File: src/rtl/adc_capture_pkg.sv
// Shared types for the ADC serial capture block: recorder states, their 3-bit
// status encoding and the channel codes carried alongside each sample.
package adc_capture_pkg;

    localparam int REC_STATE_W = 3;

    typedef enum logic [REC_STATE_W-1:0] {
        S_IDLE  = 3'd0,
        S_SYNC  = 3'd1,
        S_DELAY = 3'd2,
        S_SHIFT = 3'd3,
        S_HOLD  = 3'd4
    } rec_state_t;

    localparam logic CH_LEFT  = 1'b0;
    localparam logic CH_RIGHT = 1'b1;

    function automatic logic [REC_STATE_W-1:0] rec_state_code(input rec_state_t s);
        return s;
    endfunction

endpackage

File: src/rtl/adc_capture_fifo.sv
// Generic synchronous FIFO; head word visible combinationally, push/pop take effect next edge.
// A push on full is accepted only when a pop happens in the same cycle; otherwise it is dropped.
module adc_capture_fifo #(
    parameter int WIDTH = 17,
    parameter int DEPTH = 4
) (
    input  logic                     i_clk,
    input  logic                     i_rst,
    input  logic                     i_push,
    input  logic [WIDTH-1:0]         i_din,
    input  logic                     i_pop,
    output logic [WIDTH-1:0]         o_dout,
    output logic                     o_empty,
    output logic                     o_full,
    output logic [$clog2(DEPTH):0]   o_count
);
    localparam int AW = $clog2(DEPTH);
    localparam int CW = AW + 1;

    logic [WIDTH-1:0] r_mem [DEPTH];
    logic [AW-1:0]    r_rd_ptr;
    logic [AW-1:0]    r_wr_ptr;
    logic [CW-1:0]    r_count;
    logic             w_push;
    logic             w_pop;

    assign o_empty = (r_count == '0);
    assign o_full  = (r_count == CW'(DEPTH));
    assign w_pop   = i_pop & ~o_empty;
    assign w_push  = i_push & (~o_full | w_pop);

    always_ff @(posedge i_clk) begin
        if (i_rst) begin
            r_rd_ptr <= '0;
            r_wr_ptr <= '0;
            r_count  <= '0;
            for (int i = 0; i < DEPTH; i++) begin
                r_mem[i] <= '0;
            end
        end else begin
            if (w_push) begin
                r_mem[r_wr_ptr] <= i_din;
                r_wr_ptr        <= r_wr_ptr + 1'b1;
            end
            if (w_pop) begin
                r_rd_ptr <= r_rd_ptr + 1'b1;
            end
            case ({w_push, w_pop})
                2'b10:   r_count <= r_count + 1'b1;
                2'b01:   r_count <= r_count - 1'b1;
                default: r_count <= r_count;
            endcase
        end
    end

    assign o_dout  = r_mem[r_rd_ptr];
    assign o_count = r_count;

endmodule

File: src/rtl/adc_capture.sv
// Serial ADC capture (left-justified; I2S one-bit delay when ADC_CAPTURE_I2S_DELAY_EN is defined).
// Word enters the FIFO on the edge that samples its last bit; full FIFO drops new words (sticky overrun).
module adc_capture
    import adc_capture_pkg::*;
#(
    parameter int DATA_W   = 16,
    parameter int CHANNELS = 2,
    parameter int DEPTH    = 4
) (
    input  logic                     i_BCLK,
    input  logic                     i_rst,
    input  logic                     i_record,
    input  logic                     i_ADCLRCK,
    input  logic                     i_ADCDAT,
    input  logic                     i_ready,
    input  logic                     i_clr_err,
    output logic [DATA_W-1:0]        o_data,
    output logic                     o_channel,
    output logic                     o_valid,
    output logic [$clog2(DEPTH):0]   o_count,
    output logic                     o_overrun,
    output logic                     o_short,
    output logic [REC_STATE_W-1:0]   o_REC_STATE
);
    localparam int CNT_W     = $clog2(DATA_W + 1);
    localparam bit HAS_RIGHT = (CHANNELS > 1);
`ifdef ADC_CAPTURE_I2S_DELAY_EN
    localparam bit I2S_DLY = 1'b1;
`else
    localparam bit I2S_DLY = 1'b0;
`endif

    rec_state_t        r_state;
    rec_state_t        w_state_nxt;
    logic              r_lrck_d;
    // Only DATA_W-1 bits are kept: the final bit is taken straight from the pin at push time.
    logic [DATA_W-2:0] r_shift;
    logic [DATA_W-2:0] w_shift_nxt;
    logic [CNT_W-1:0]  r_bitcnt;
    logic [CNT_W-1:0]  w_bitcnt_nxt;
    logic              r_chan;
    logic              w_chan_nxt;
    logic              r_overrun;
    logic              r_short;

    logic              w_edge;
    logic              w_fall;
    logic              w_rise;
    logic              w_start_edge;
    logic              w_start;
    logic              w_push;
    logic              w_short_set;
    logic              w_pop;
    logic              w_full;
    logic              w_empty;
    logic [DATA_W-1:0] w_word;
    logic [DATA_W:0]   w_fifo_dout;

    assign w_edge       = (i_ADCLRCK != r_lrck_d);
    assign w_fall       = w_edge & ~i_ADCLRCK;
    assign w_rise       = w_edge & i_ADCLRCK;
    assign w_start_edge = w_fall | (w_rise & HAS_RIGHT);
    assign w_word       = {r_shift, i_ADCDAT};

    always_comb begin
        w_state_nxt  = r_state;
        w_shift_nxt  = r_shift;
        w_bitcnt_nxt = r_bitcnt;
        w_chan_nxt   = r_chan;
        w_start      = 1'b0;
        w_push       = 1'b0;
        w_short_set  = 1'b0;

        case (r_state)
            S_IDLE: begin
                if (i_record) w_state_nxt = S_SYNC;
            end
            S_SYNC: begin
                if (w_fall) w_start = 1'b1;
            end
            S_DELAY: begin
                if (w_start_edge) begin
                    w_short_set = 1'b1;
                    w_start     = 1'b1;
                end else begin
                    w_shift_nxt  = {{(DATA_W-2){1'b0}}, i_ADCDAT};
                    w_bitcnt_nxt = CNT_W'(1);
                    w_state_nxt  = S_SHIFT;
                end
            end
            S_SHIFT: begin
                if (w_start_edge) begin
                    w_short_set = 1'b1;
                    w_start     = 1'b1;
                end else begin
                    w_shift_nxt  = w_word[DATA_W-2:0];
                    w_bitcnt_nxt = r_bitcnt + 1'b1;
                    if (r_bitcnt == CNT_W'(DATA_W - 1)) begin
                        w_push      = 1'b1;
                        w_state_nxt = S_HOLD;
                    end
                end
            end
            S_HOLD: begin
                if (w_start_edge) w_start = 1'b1;
            end
            default: w_state_nxt = S_IDLE;
        endcase

        // A new word always restarts collection, including on a premature edge.
        if (w_start) begin
            w_chan_nxt = i_ADCLRCK ? CH_RIGHT : CH_LEFT;
            if (I2S_DLY) begin
                w_shift_nxt  = '0;
                w_bitcnt_nxt = '0;
                w_state_nxt  = S_DELAY;
            end else begin
                w_shift_nxt  = {{(DATA_W-2){1'b0}}, i_ADCDAT};
                w_bitcnt_nxt = CNT_W'(1);
                w_state_nxt  = S_SHIFT;
            end
        end

        if (!i_record) begin
            w_state_nxt  = S_IDLE;
            w_shift_nxt  = '0;
            w_bitcnt_nxt = '0;
            w_push       = 1'b0;
            w_short_set  = 1'b0;
        end
    end

    always_ff @(posedge i_BCLK) begin
        if (i_rst) begin
            r_state   <= S_IDLE;
            r_lrck_d  <= 1'b0;
            r_shift   <= '0;
            r_bitcnt  <= '0;
            r_chan    <= CH_LEFT;
            r_overrun <= 1'b0;
            r_short   <= 1'b0;
        end else begin
            r_state   <= w_state_nxt;
            r_lrck_d  <= i_ADCLRCK;
            r_shift   <= w_shift_nxt;
            r_bitcnt  <= w_bitcnt_nxt;
            r_chan    <= w_chan_nxt;
            if (w_push && w_full && !w_pop) begin
                r_overrun <= 1'b1;
            end else if (i_clr_err) begin
                r_overrun <= 1'b0;
            end
            if (w_short_set) begin
                r_short <= 1'b1;
            end else if (i_clr_err) begin
                r_short <= 1'b0;
            end
        end
    end

    assign w_pop = ~w_empty & i_ready;

    adc_capture_fifo #(
        .WIDTH (DATA_W + 1),
        .DEPTH (DEPTH)
    ) u_fifo (
        .i_clk   (i_BCLK),
        .i_rst   (i_rst),
        .i_push  (w_push),
        .i_din   ({r_chan, w_word}),
        .i_pop   (w_pop),
        .o_dout  (w_fifo_dout),
        .o_empty (w_empty),
        .o_full  (w_full),
        .o_count (o_count)
    );

    assign o_data      = w_fifo_dout[DATA_W-1:0];
    assign o_channel   = w_fifo_dout[DATA_W];
    assign o_valid     = ~w_empty;
    assign o_overrun   = r_overrun;
    assign o_short     = r_short;
    assign o_REC_STATE = rec_state_code(r_state);

endmodule

File: config.mk
export PLATFORM = sky130hd
export DESIGN_NAME = adc_capture
export DESIGN_NICKNAME = d
export VERILOG_FILES = /design/src/rtl/adc_capture_pkg.sv /design/src/rtl/adc_capture_fifo.sv /design/src/rtl/adc_capture.sv
export SDC_FILE = /design/constraint.sdc
export NUM_CORES = 1
export LEC_CHECK = 0
export BUFFER_PORTS_ARGS = -buffer_cell sky130_fd_sc_hd__buf_2
export CAP_MARGIN = 20
export CORE_ASPECT_RATIO = 1.75
export CORE_MARGIN = 10
export CORE_UTILIZATION = 40
export DETAILED_ROUTE_END_ITERATION = 7
export GPL_TIMING_DRIVEN = 0
export HOLD_SLACK_MARGIN = 0.08
export PLACE_DENSITY = 0.56
export SYNTH_ARGS = -nofsm -noshare
export SYNTH_HDL_FRONTEND = slang
export SYNTH_SLANG_ARGS = --single-unit
export TNS_END_PERCENT = 50
File: constraint.sdc
create_clock -name i_BCLK -period 5 [get_ports i_BCLK]
set_input_delay 0.5 -clock i_BCLK [delete_from_list [all_inputs] [get_ports i_BCLK]]
set_output_delay 0.5 -clock i_BCLK [all_outputs]
set_load 0.005 [all_outputs]
==> impl_results.md, run 1 <==
- Post-synth top cells: nor2_1 (76), edfxtp_1 (68), dfxtp_1 (36), nand2_1 (22), nand2b_1 (21)
- Post-DP Area: between 4000 and 5000 um2
- Top post-synthesis cells by area: edfxtp_1 (45%), dfxtp_1 (16%), mux4_2 (8.4%), nor2_1 (6.2%), nand2b_1 (2.9%)
- Ys flop type: edfxtp_1
- Grt total ovfl: 0
- Die area: 16,300 um2
- Slew Limit Fails: 0
- Area share of the largest cell type after synthesis: 0.447
- Routed Antenna Nets: 0
- Hold path startpoint: i_ADCLRCK
- Initial antenna violation count: 0
- Die H: 161 um
- Endpoint class of the critical path: flip-flop
- Syn_nets: 388
- Clk sinks: 104
- Largest net degree at the start of global routing: 20
- Final setup viols: 0
- First-pass GRT wire length: 15,600 um
- Num CTS Buffers: 9
- Fin. Hold Viols: 0
- Skew final: 6.90 ps
- Area Growth Syn to Fin: 14.1%
- Syn Inst Count: 376
- Min Hold Slack: 398 ps
- RSZ-0062 raised after global routing: false
- Total GRT Usage: 0.123
- Crit start category: flip-flop
- Vias in the first global route: 3,067
- Post-Route Utilization: 0.467
- GPL Wtd Cong: a little over 0.8
- Final Instance Area: 5210 um2
- DRT Pass-1 Iters: 6
- Vias per cell: 5.30
- Peak supply drop: 0.184 mV
- Hold buffers post-CTS: 0
- Final period util: 0.624
- Fmax: 321 MHz
- Pwr Density: 326 nW/um2
- Max_slew headroom: 0.341
- Postcts setup bufs: 0
- Async SR Flop Fraction: 0
- IO Port Bufs: 32
- Setup slack, reg-to-reg: 1880 ps
- TritonCTS clock tree: done
- Worst min path class: primary input to flip-flop
- Worst Setup SP: r_bitcnt[0]$_SDFFE_PP0P_
- Setup TNS: 0 ps
- Req. time, crit path: around 5300 ps
- Worst-Margin Slew: 988 ps
- Average wire per standard cell: 17.1 um
- Syn. warnings: 0
- Total core area: 11,200 um2
- Cell Rows: 51
- Max Cap Viol: 0
- Drt total wl: 9530 um
- Initial DRC Count: 123
- Critical path class: flip-flop to flip-flop
- Critical path peak fanout: 10
- Htree depth: 3
- EDFF count, synth: 68
- Crit path DAT: 3400 ps
- Initial core utilization: 0.409
- Netlist cell types: 49
- Via count: between 2,000 and 3,000
- Minimum clock period: roughly 3100 ps
- Seq/Total Area, Yosys: 0.605
- Clock Path Buffers: 2
- Drt drc: 0
- Clk_lat worst skew: 350 ps
- Top-count cell post-synth: nor2_1
- Post_cts resized: 0
- Mapped Area: 4570 um2
- R2R Path Start: r_bitcnt[0]$_SDFFE_PP0P_
- Syn avg cell area: 12.2 um2
- Yosys reg bits: between 100 and 150
- Final nets: around 430
- Clk pin slew, worst setup/hold paths: approximately 70 ps
- Antenna cells: 0
- Outcome: finished clean
- Fraction of layout cells with a size suffix above 1: 0.235
- Die X: 101 um
- P_leak: 1.68 nW
- Area leader, netlist: edfxtp_1
- Root Buffer: clkbuf_16
- HPWL Detailed: 6700 um
- IO Count: 33
## metrics by stage
stage	power (W)	setup slack (ps)	std cells
after CTS	0.00171	1880	557
after global routing	0.00175	1720	557
after global placement	0.00103	1200	540
after detailed placement	0.00104	1710	541
after floorplan	0.00100	2160	376
final	0.00170	1880	557
## metal layers
| layer | part of all wire | GRT usage | up-vias |
|---|---|---|---|
| met4 | 0.022 | 0.0568 | 0 |
| met2 | 0.54 | 0.222 | 55 |
| met3 | 0.048 | 0.0316 | 15 |
| met1 | 0.39 | 0.127 | 1453 |
| li1 | - | - | 1430 |
| met5 | 0 | 0 | - |
## cells by family after synthesis
kind of cell             synth area share
AO/OA/AOI/OAI                      0.0564
XOR/XNOR                          0.00767
adder cells (fa/ha/maj)            0.0153
buffers and inverters              0.0356
flip-flops                          0.605
multiplexers                       0.0882
AND/OR/NAND/NOR                     0.192
## area by class of cell
class	count	area (um2)
fill	1000	5950
sequential	104	2760
multi-input combinational	239	1650
clock buffer	9	225
timing repair buffer	33	188
tap	132	165
buffer	26	136
clock inverter	7	62.6
inverter	7	26.3
## critical path, stage by stage (launching register included)
cell     delay [ps]
dfxtp_1         340
ha_1            230
and3_1          190
ha_1            190
and3_1          160
buf_2           180
nand3_1         140
buf_2           300
ha_1            260
inv_1            60
fa_1            380
xor2_1          160
or3_1           300
a21oi_1         150
## final timing paths
| kind | endpoint | cells past startpoint |
|---|---|---|
| max | u_fifo.o_count[2]$_SDFFE_PP0P_ | 13 |
| min | r_lrck_d$_SDFF_PP0_ | 3 |
| max reg2reg | u_fifo.o_count[2]$_SDFFE_PP0P_ | 13 |
| min reg2reg | r_bitcnt[4]$_SDFFE_PP0P_ | 2 |
## layout by cell type, fill, tap and decap left out, types with 2 or more instances in the layout
cell type  instances
or4_1              2
o21ai_0            4
mux2i_1            2
buf_4              2
xor2_1             3
nand2_1           22
and3b_1            2
ha_1               4
inv_1              7
clkbuf_16          9
inv_8              2
edfxtp_1          68
a21oi_2            9
buf_6              2
mux4_2            17
nand3_1           19
buf_2             45
nor2b_1            5
clkbuf_1           8
dfxtp_1           36
and3_1             3
o31ai_1            2
nand4_2            2
inv_6              2
nor3b_1            2
nand2b_1          21
nand3b_1           3
a21oi_1           16
clkinv_4           2
nor2_1            76
or3_1              3
## power by group
group / internal [W] / switching (W)
Clock: 0.000350 / 0.000338
Sequential: 0.000941 / 0.00000679
Combinational: 0.0000277 / 0.0000379
Total: 0.00132 / 0.000383
## flip-flops by register name, indices dropped and copies added, names as in the netlist, named ones only
register / flops
r_lrck_d: 1
o_short: 1
u_fifo.r_mem: 68
u_fifo.o_count: 3
u_fifo.r_wr_ptr: 2
o_REC_STATE: 3
r_shift: 15
r_bitcnt: 5
u_fifo.r_rd_ptr: 2
o_overrun: 1
r_chan: 1
Power figures use the tool's default switching activity.
==> run 2: changes to the inputs <==
ABC_AREA = 1   (was default)
PLACE_DENSITY = 0.58   (was 0.56)
clock period = 2.6 ns   (was 5 ns; I/O delays follow)
==> impl_results.md, run 2 <==
- Outcome: finished clean (unchanged)
- Fmax: 411 MHz (was 321 MHz)
- Area leader, netlist: edfxtp_1 (unchanged)
- Via count: 3,424 (was 2,953)
- Most frequent cells in the layout: nor2_1 (103), edfxtp_1 (68), inv_1 (51) (was nor2_1 (76), edfxtp_1 (68), buf_2 (45))
- Total GRT Usage: 0.136 (was 0.123)
- Drt drc: 0 (unchanged)
- Reg2Reg Depth: 15 (was 13)
- Largest net degree at the start of global routing: 19 (was 20)
- Sequential Power Share: 0.516 (was 0.557)
- Met2 routed WL: 5940 um (was 5190 um)
- HPWL Detailed: 7580 um (was 6700 um)
- Worst-Margin Slew: 632 ps (was 988 ps)
- Syn_nets: 495 (was 388)
- Post-synth top cells: nor2_1 (103), edfxtp_1 (68), inv_1 (51), o21ai_0 (46), nand2_1 (43) (was nor2_1 (76), edfxtp_1 (68), dfxtp_1 (36), nand2_1 (22), nand2b_1 (21))
- Clk sinks: 104 (unchanged)
- Fin cells: 666 (was 557)
- Drt total wl: 10,600 um (was 9530 um)
- Setup WS post-layout: 165 ps (was 1880 ps)
- Syn avg cell area: 9.50 um2 (was 12.2 um2)
- Antenna cells: 0 (unchanged)
- Final period util: 0.937 (was 0.624)
- Die area: 16,300 um2 (about the same)
- Syn. warnings: 0 (unchanged)
- Met1 WL: 4100 um (was 3680 um)
- Minimum clock period: 2430 ps (was 3120 ps)
- EDFF count, synth: 68 (unchanged)
- Peak supply drop: 0.350 mV (was 0.184 mV)
- Routed Antenna Nets: 0 (unchanged)
- Average wire per standard cell: 15.9 um (was 17.1 um)
- Seq/Total Area, Yosys: 0.602 (was 0.605)
- TritonCTS clock tree: done (unchanged)
- Die H: 162 um (was 161 um)
- Setup slack, reg-to-reg: 170 ps (was 1880 ps)
- Yosys reg bits: 104 (unchanged)
- Vias per cell: 5.14 (was 5.30)
- Hold path startpoint: i_rst (was i_ADCLRCK)
- Netlist cell types: 31 (was 49)
- Crit start category: flip-flop (unchanged)
- Clk pin slew, worst setup/hold paths: 70 ps (about the same)
- Filler instances: 1,065 (was 1,000)
- Comb pwr share: 0.101 (was 0.039)
- Async SR Flop Fraction: 0 (unchanged)
- Psw: 0.000878 W (was 0.000383 W)
- Fraction of layout cells with a size suffix above 1: 0.174 (was 0.235)
- P_leak: 1.82 nW (was 1.68 nW)
- Max reg flops: 68 (unchanged)
- R2R Path Start: r_bitcnt[0]$_SDFFE_PP0P_ (unchanged)
- Area Growth Syn to Fin: 15.7% (was 14.1%)
- Die X: 101 um (about the same)
- Top post-synthesis cells by area: edfxtp_1 (45%), dfxtp_1 (16%), nor2_1 (8.4%), o21ai_0 (5.0%), inv_1 (4.2%) (was edfxtp_1 (45%), dfxtp_1 (16%), mux4_2 (8.4%), nor2_1 (6.2%), nand2b_1 (2.9%))
- Req. time, crit path: 2830 ps (was 5280 ps)
- Initial antenna violation count: 0 (unchanged)
- Slew Limit Fails: 0 (unchanged)
- DP Worst Slack: -251 ps (was 1710 ps)
- Worst min path class: primary input to flip-flop (unchanged)
- Postcts setup bufs: 0 (unchanged)
- Top-count cell post-synth: nor2_1 (unchanged)
- DRT Pass-1 Iters: 4 (was 6)
- Skew final: 7.79 ps (was 6.90 ps)
- Final setup viols: 0 (unchanged)
- Reg with most FFs: u_fifo.r_mem (unchanged)
- Initial DRC Count: 169 (was 123)
- Htree depth: 3 (unchanged)
- WL met3: 368 um (was 458 um)
- Min Hold Slack: 134 ps (was 398 ps)
- Syn Inst Count: 483 (was 376)
- IO Port Bufs: 32 (unchanged)
- RSZ-0062 raised after global routing: false (unchanged)
- Biggest regs: u_fifo.r_mem (68), r_shift (15), r_bitcnt (5) (unchanged)
- Fin. Hold Viols: 0 (unchanged)
- Clock share of power: 0.383 (was 0.404)
- Max layer used: met4 (unchanged)
- Switching power share of the total: 0.245 (was 0.225)
- Critical path class: flip-flop to flip-flop (unchanged)
- Area share of the largest cell type after synthesis: 0.445 (was 0.447)
- # placed instances: 650 (was 541)
- Worst Hold Depth: 2 (was 3)
- Mapped Area: 4590 um2 (was 4570 um2)
- Endpoint class of the critical path: flip-flop (unchanged)
- Crit path DAT: 2660 ps (was 3400 ps)
- R2r endpoint: u_fifo.o_count[2]$_SDFFE_PP0P_ (unchanged)
- IO Count: 33 (unchanged)
- Pwr Density: 675 nW/um2 (was 326 nW/um2)
- Cell Int Power: 0.00270 W (was 0.00132 W)
- Grt total ovfl: 0 (unchanged)
- Worst Hold End: r_lrck_d$_SDFF_PP0_ (unchanged)
- Initial core utilization: 0.411 (was 0.409)
- Cell Rows: 51 (unchanged)
- First-pass GRT wire length: 17,300 um (was 15,600 um)
- Vias in the first global route: 3,459 (was 3,067)
- Most common cell after layout, fill and taps aside: nor2_1 (unchanged)
- Clock Path Buffers: 2 (unchanged)
- Critical path peak fanout: 6 (was 10)
- Final nets: 541 (was 432)
- Max Cap Viol: 0 (unchanged)
- Ys flop type: edfxtp_1 (unchanged)
- Max_slew headroom: 0.579 (was 0.341)
- GPL Wtd Cong: 0.782 (was 0.817)
- Clk_lat worst skew: 340 ps (was 350 ps)
- Total core area: 11,200 um2 (unchanged)
- Root Buffer: clkbuf_16 (unchanged)
- Num CTS Buffers: 9 (unchanged)
-- run 2: cell families (layout without fill, tap and decap cells) --
family,after synthesis,after routing,share of synthesized area
xor gates and xnor gates,2,2,0.00382
adders and majority gates,5,5,0.0153
AOI/OAI and AO/OA,96,96,0.111
and+or+nand+nor,193,193,0.194
buffers and inverters,83,134,0.0742
DFF,104,104,0.602
-- run 2: timing repair --
action                     in CTS  in global routing
hold buffers                    0                  0
resized for setup               1                  8
setup endpoints to repair      18                 49
gates cloned                    0                  0
-- run 2: worst max path at each step --
stage | start | end | cells past startpoint
final | r_bitcnt[0]$_SDFFE_PP0P_ | u_fifo.o_count[2]$_SDFFE_PP0P_ | 15
after global routing | r_bitcnt[1]$_SDFFE_PP0P_ | u_fifo.r_mem[0][11]$_SDFFCE_PN0P_ | 12
after CTS | r_bitcnt[0]$_SDFFE_PP0P_ | u_fifo.o_count[2]$_SDFFE_PP0P_ | 15
after detailed placement | r_bitcnt[0]$_SDFFE_PP0P_ | u_fifo.r_mem[0][10]$_SDFFCE_PN0P_ | 12
after global placement | r_bitcnt[0]$_SDFFE_PP0P_ | u_fifo.r_mem[3][10]$_DFFE_PP_ | 9
after floorplan | r_bitcnt[0]$_SDFFE_PP0P_ | u_fifo.r_mem[1][0]$_SDFFCE_PN0P_ | 9
-- run 2: through the flow --
stage	util	cell area, um2	power [W]	setup TNS, ps
2_1_floorplan	-	4590	0.00208	-15170
3_3_place_gp	0.440	4910	0.00224	-81440
3_5_place_dp	0.446	4980	0.00225	-4310
4_1_cts	0.473	5290	0.00362	-91.3
5_1_grt	0.475	5310	0.00373	0
6_report	0.475	5310	0.00358	0
-- run 2: cell type report --
| class | instances | area, um2 | area share |
|---|---|---|---|
| Inverter | 62 | 233 | 0.0439 |
| Sequential cell | 104 | 2760 | 0.521 |
| Multi-Input combinational cell | 296 | 1520 | 0.286 |
| Timing Repair Buffer | 35 | 218 | 0.0410 |
| Tap cell | 132 | 165 | 0.0311 |
| Clock inverter | 7 | 77.6 | 0.0146 |
| Buffer | 21 | 108 | 0.0203 |
| Clock buffer | 9 | 225 | 0.0425 |
-- run 2: power groups by stage --
| stage | logic [W] | registers (W) | clock network [W] |
|---|---|---|---|
| after floorplan | 0.000199 | 0.00188 | 0 |
| after global placement | 0.000350 | 0.00188 | 0 |
| after detailed placement | 0.000367 | 0.00189 | 0 |
| after CTS | 0.000369 | 0.00185 | 0.00140 |
| after global routing | 0.000410 | 0.00185 | 0.00147 |
| final | 0.000361 | 0.00185 | 0.00137 |
-- run 2: per-layer routing --
| layer | vias up | GRT usage |
|---|---|---|
| met1 | 1637 | 0.139 |
| met4 | 0 | 0.0560 |
| li1 | 1706 | - |
| met3 | 17 | 0.0289 |
| met5 | - | 0 |
| met2 | 64 | 0.253 |
-- run 2: critical path, stage by stage (launching register included) --
cell and delay, ps:
dfxtp_2 340, ha_1 210, and3_1 190, ha_1 190, nand2_2 80, inv_1 50
nand2_2 100, nor2_4 60, nand2_4 100, ha_1 160, inv_1 70, fa_2 340
a21oi_1 150, o21ai_1 100, o21ai_1 130, a21oi_1 60
==> run 3: changes to the inputs <==
SETUP_SLACK_MARGIN = 0.4   (was default)
==> impl_results.md, run 3 (synthesis gave the netlist of run 2 again) <==
- Outcome: finished clean (unchanged)
- Most common cell after layout, fill and taps aside: nor2_1 (unchanged)
- Die area: 16,300 um2 (unchanged)
- Initial antenna violation count: 0 (unchanged)
- Slew Limit Fails: 0 (unchanged)
- Total GRT Usage: 0.138 (was 0.136)
- Max reg flops: 68 (unchanged)
- Initial core utilization: 0.411 (unchanged)
- Crit start category: flip-flop (unchanged)
- GPL Wtd Cong: 0.828 (was 0.782)
- Skew final: 6.71 ps (was 7.79 ps)
- Clock share of power: 0.397 (was 0.383)
- Final period util: 0.847 (was 0.937)
- Reg with most FFs: u_fifo.r_mem (unchanged)
- Routed Antenna Nets: 0 (unchanged)
- HPWL Detailed: 7640 um (was 7580 um)
- First-pass GRT wire length: 17,800 um (was 17,300 um)
- Pwr Density: 656 nW/um2 (was 675 nW/um2)
- Via count: 3,494 (was 3,424)
- Area Growth Syn to Fin: 23.4% (was 15.7%)
- Clk_lat worst skew: 350 ps (was 340 ps)
- Endpoint class of the critical path: flip-flop (unchanged)
- # placed instances: 650 (unchanged)
- Num CTS Buffers: 9 (unchanged)
- Peak supply drop: 0.366 mV (was 0.350 mV)
- Filler instances: 1,008 (was 1,065)
- Root Buffer: clkbuf_16 (unchanged)
- P_leak: 1.99 nW (was 1.82 nW)
- Total core area: 11,200 um2 (unchanged)
- Most frequent cells in the layout: nor2_1 (103), edfxtp_1 (68), inv_1 (49) (was nor2_1 (103), edfxtp_1 (68), inv_1 (51))
- Average wire per standard cell: 16.4 um (was 15.9 um)
- DRT Pass-1 Iters: 5 (was 4)
- RSZ-0062 raised after global routing: true (was false)
- Critical path peak fanout: 3 (was 6)
- Drt total wl: 11,200 um (was 10,600 um)
- IO Count: 33 (unchanged)
- Cell Rows: 51 (unchanged)
- Max Cap Viol: 0 (unchanged)
- Biggest regs: u_fifo.r_mem (68), r_shift (15), r_bitcnt (5) (unchanged)
- Initial DRC Count: 192 (was 169)
- Minimum clock period: 2200 ps (was 2430 ps)
- Cell Int Power: 0.00282 W (was 0.00270 W)
- Worst path slowest cell: fa_2 (was dfxtp_2)
- Setup WS post-layout: 397 ps (was 165 ps)
- Psw: 0.000894 W (was 0.000878 W)
- Slowest stage delay, CP: 350 ps (was 340 ps)
- Max_slew headroom: 0.275 (was 0.579)
- Fin. Hold Viols: 0 (unchanged)
- Fin cells: 686 (was 666)
- Comb pwr share: 0.105 (was 0.101)
- Largest net degree at the start of global routing: 19 (unchanged)
- Antenna cells: 0 (unchanged)
- Clock Path Buffers: 2 (unchanged)
- Crit path DAT: 2440 ps (was 2660 ps)
- Clk pin slew, worst setup/hold paths: 70 ps (about the same)
- Vias in the first global route: 3,600 (was 3,459)
- DP Worst Slack: -271 ps (was -251 ps)
- CP Cell Sequence: ha_4 > and3_4 > ha_4 > nand2_4 > inv_2 > nand2_4 > nor2_4 > nand2_4 > ha_4 > inv_4 > fa_2 > a21oi_2 > o21ai_2 > o21ai_1 > a21oi_1 (was ha_1 > and3_1 > ha_1 > nand2_2 > inv_1 > nand2_2 > nor2_4 > nand2_4 > ha_1 > inv_1 > fa_2 > a21oi_1 > o21ai_1 > o21ai_1 > a21oi_1)
- TritonCTS clock tree: done (unchanged)
- Min Hold Slack: 138 ps (was 134 ps)
- Worst min path class: primary input to flip-flop (unchanged)
- Final nets: 561 (was 541)
- IO Port Bufs: 32 (unchanged)
- Critical path class: flip-flop to flip-flop (unchanged)
- Switching power share of the total: 0.241 (was 0.245)
- Die X: 101 um (unchanged)
- Fmax: 454 MHz (was 411 MHz)
- Fraction of layout cells with a size suffix above 1: 0.238 (was 0.174)
- Die H: 162 um (unchanged)
- Htree depth: 3 (unchanged)
- Sequential Power Share: 0.498 (was 0.516)
- Grt total ovfl: 0 (unchanged)
- Vias per cell: 5.09 (was 5.14)
- Final setup viols: 0 (unchanged)
- Req. time, crit path: 2840 ps (was 2830 ps)
- Drt drc: 0 (unchanged)
- Worst-Margin Slew: 1090 ps (was 632 ps)
- Clk sinks: 104 (unchanged)
==> run 3: worst paths after layout <==
check	start	endpoint	slack, ps	cells past startpoint
worst max-delay path	r_bitcnt[0]$_SDFFE_PP0P_	u_fifo.o_count[2]$_SDFFE_PP0P_	400	15
worst min-delay path	i_rst	r_chan$_SDFFE_PP0P_	140	2
worst max register to register	r_bitcnt[0]$_SDFFE_PP0P_	u_fifo.o_count[2]$_SDFFE_PP0P_	400	15
worst min register to register	o_overrun$_SDFFE_PP0P_	o_overrun$_SDFFE_PP0P_	460	2
==> run 3: layer usage <==
metal / track usage / part of all wire
met5: 0 / 0
met4: 0.0483 / 0.020
met3: 0.0306 / 0.040
met2: 0.262 / 0.55
met1: 0.141 / 0.39
==> run 3: final cells by class <==
type	instances	area, um2	area share
sequential	104	2770	0.489
multi-input combinational	297	1640	0.290
timing repair buffer	54	398	0.0703
clock inverter	7	101	0.0179
buffer	21	126	0.0223
tap	132	165	0.0292
clock buffer	9	225	0.0398
inverter	62	238	0.0420
==> run 3: repair_timing <==
| action | CTS | global route |
|---|---|---|
| endpoints found under the hold margin | 0 | 0 |
| buffers inserted | 15 | 4 |
| gates resized for setup | 22 | 28 |
| gates cloned | 0 | 1 |
| endpoints found under the setup margin | 84 | 91 |
| hold buffers | 0 | 0 |
| pin swaps | 7 | 6 |
==> run 3: critical path, delay by kind of cell, from the launching register on <==
kind	cells	cell delay, ps
AOI/OAI and AO/OA	4	410
buffers and inverters	2	70
DFF	1	340
and+or+nand+nor	5	450
adders and majority gates	4	820
==> run 3: stage by stage <==
step / total power (W) / setup TNS, ps / utilization / instance area (um2)
floorplan: 0.00208 / 0 / - / 4590
global placement: 0.00223 / -39920 / 0.440 / 4910
detailed placement: 0.00225 / -4620 / 0.447 / 4990
CTS: 0.00372 / 0 / 0.495 / 5530
global route: 0.00386 / 0 / 0.507 / 5660
finish: 0.00371 / 0 / 0.507 / 5660
==> run 3: power groups by stage <==
| stage | clock [W] | combinational, W | sequential [W] |
|---|---|---|---|
| 2_1_floorplan | 0 | 0.000199 | 0.00188 |
| 3_3_place_gp | 0 | 0.000349 | 0.00188 |
| 3_5_place_dp | 0 | 0.000365 | 0.00189 |
| 4_1_cts | 0.00149 | 0.000385 | 0.00185 |
| 5_1_grt | 0.00157 | 0.000438 | 0.00185 |
| 6_report | 0.00148 | 0.000390 | 0.00185 |
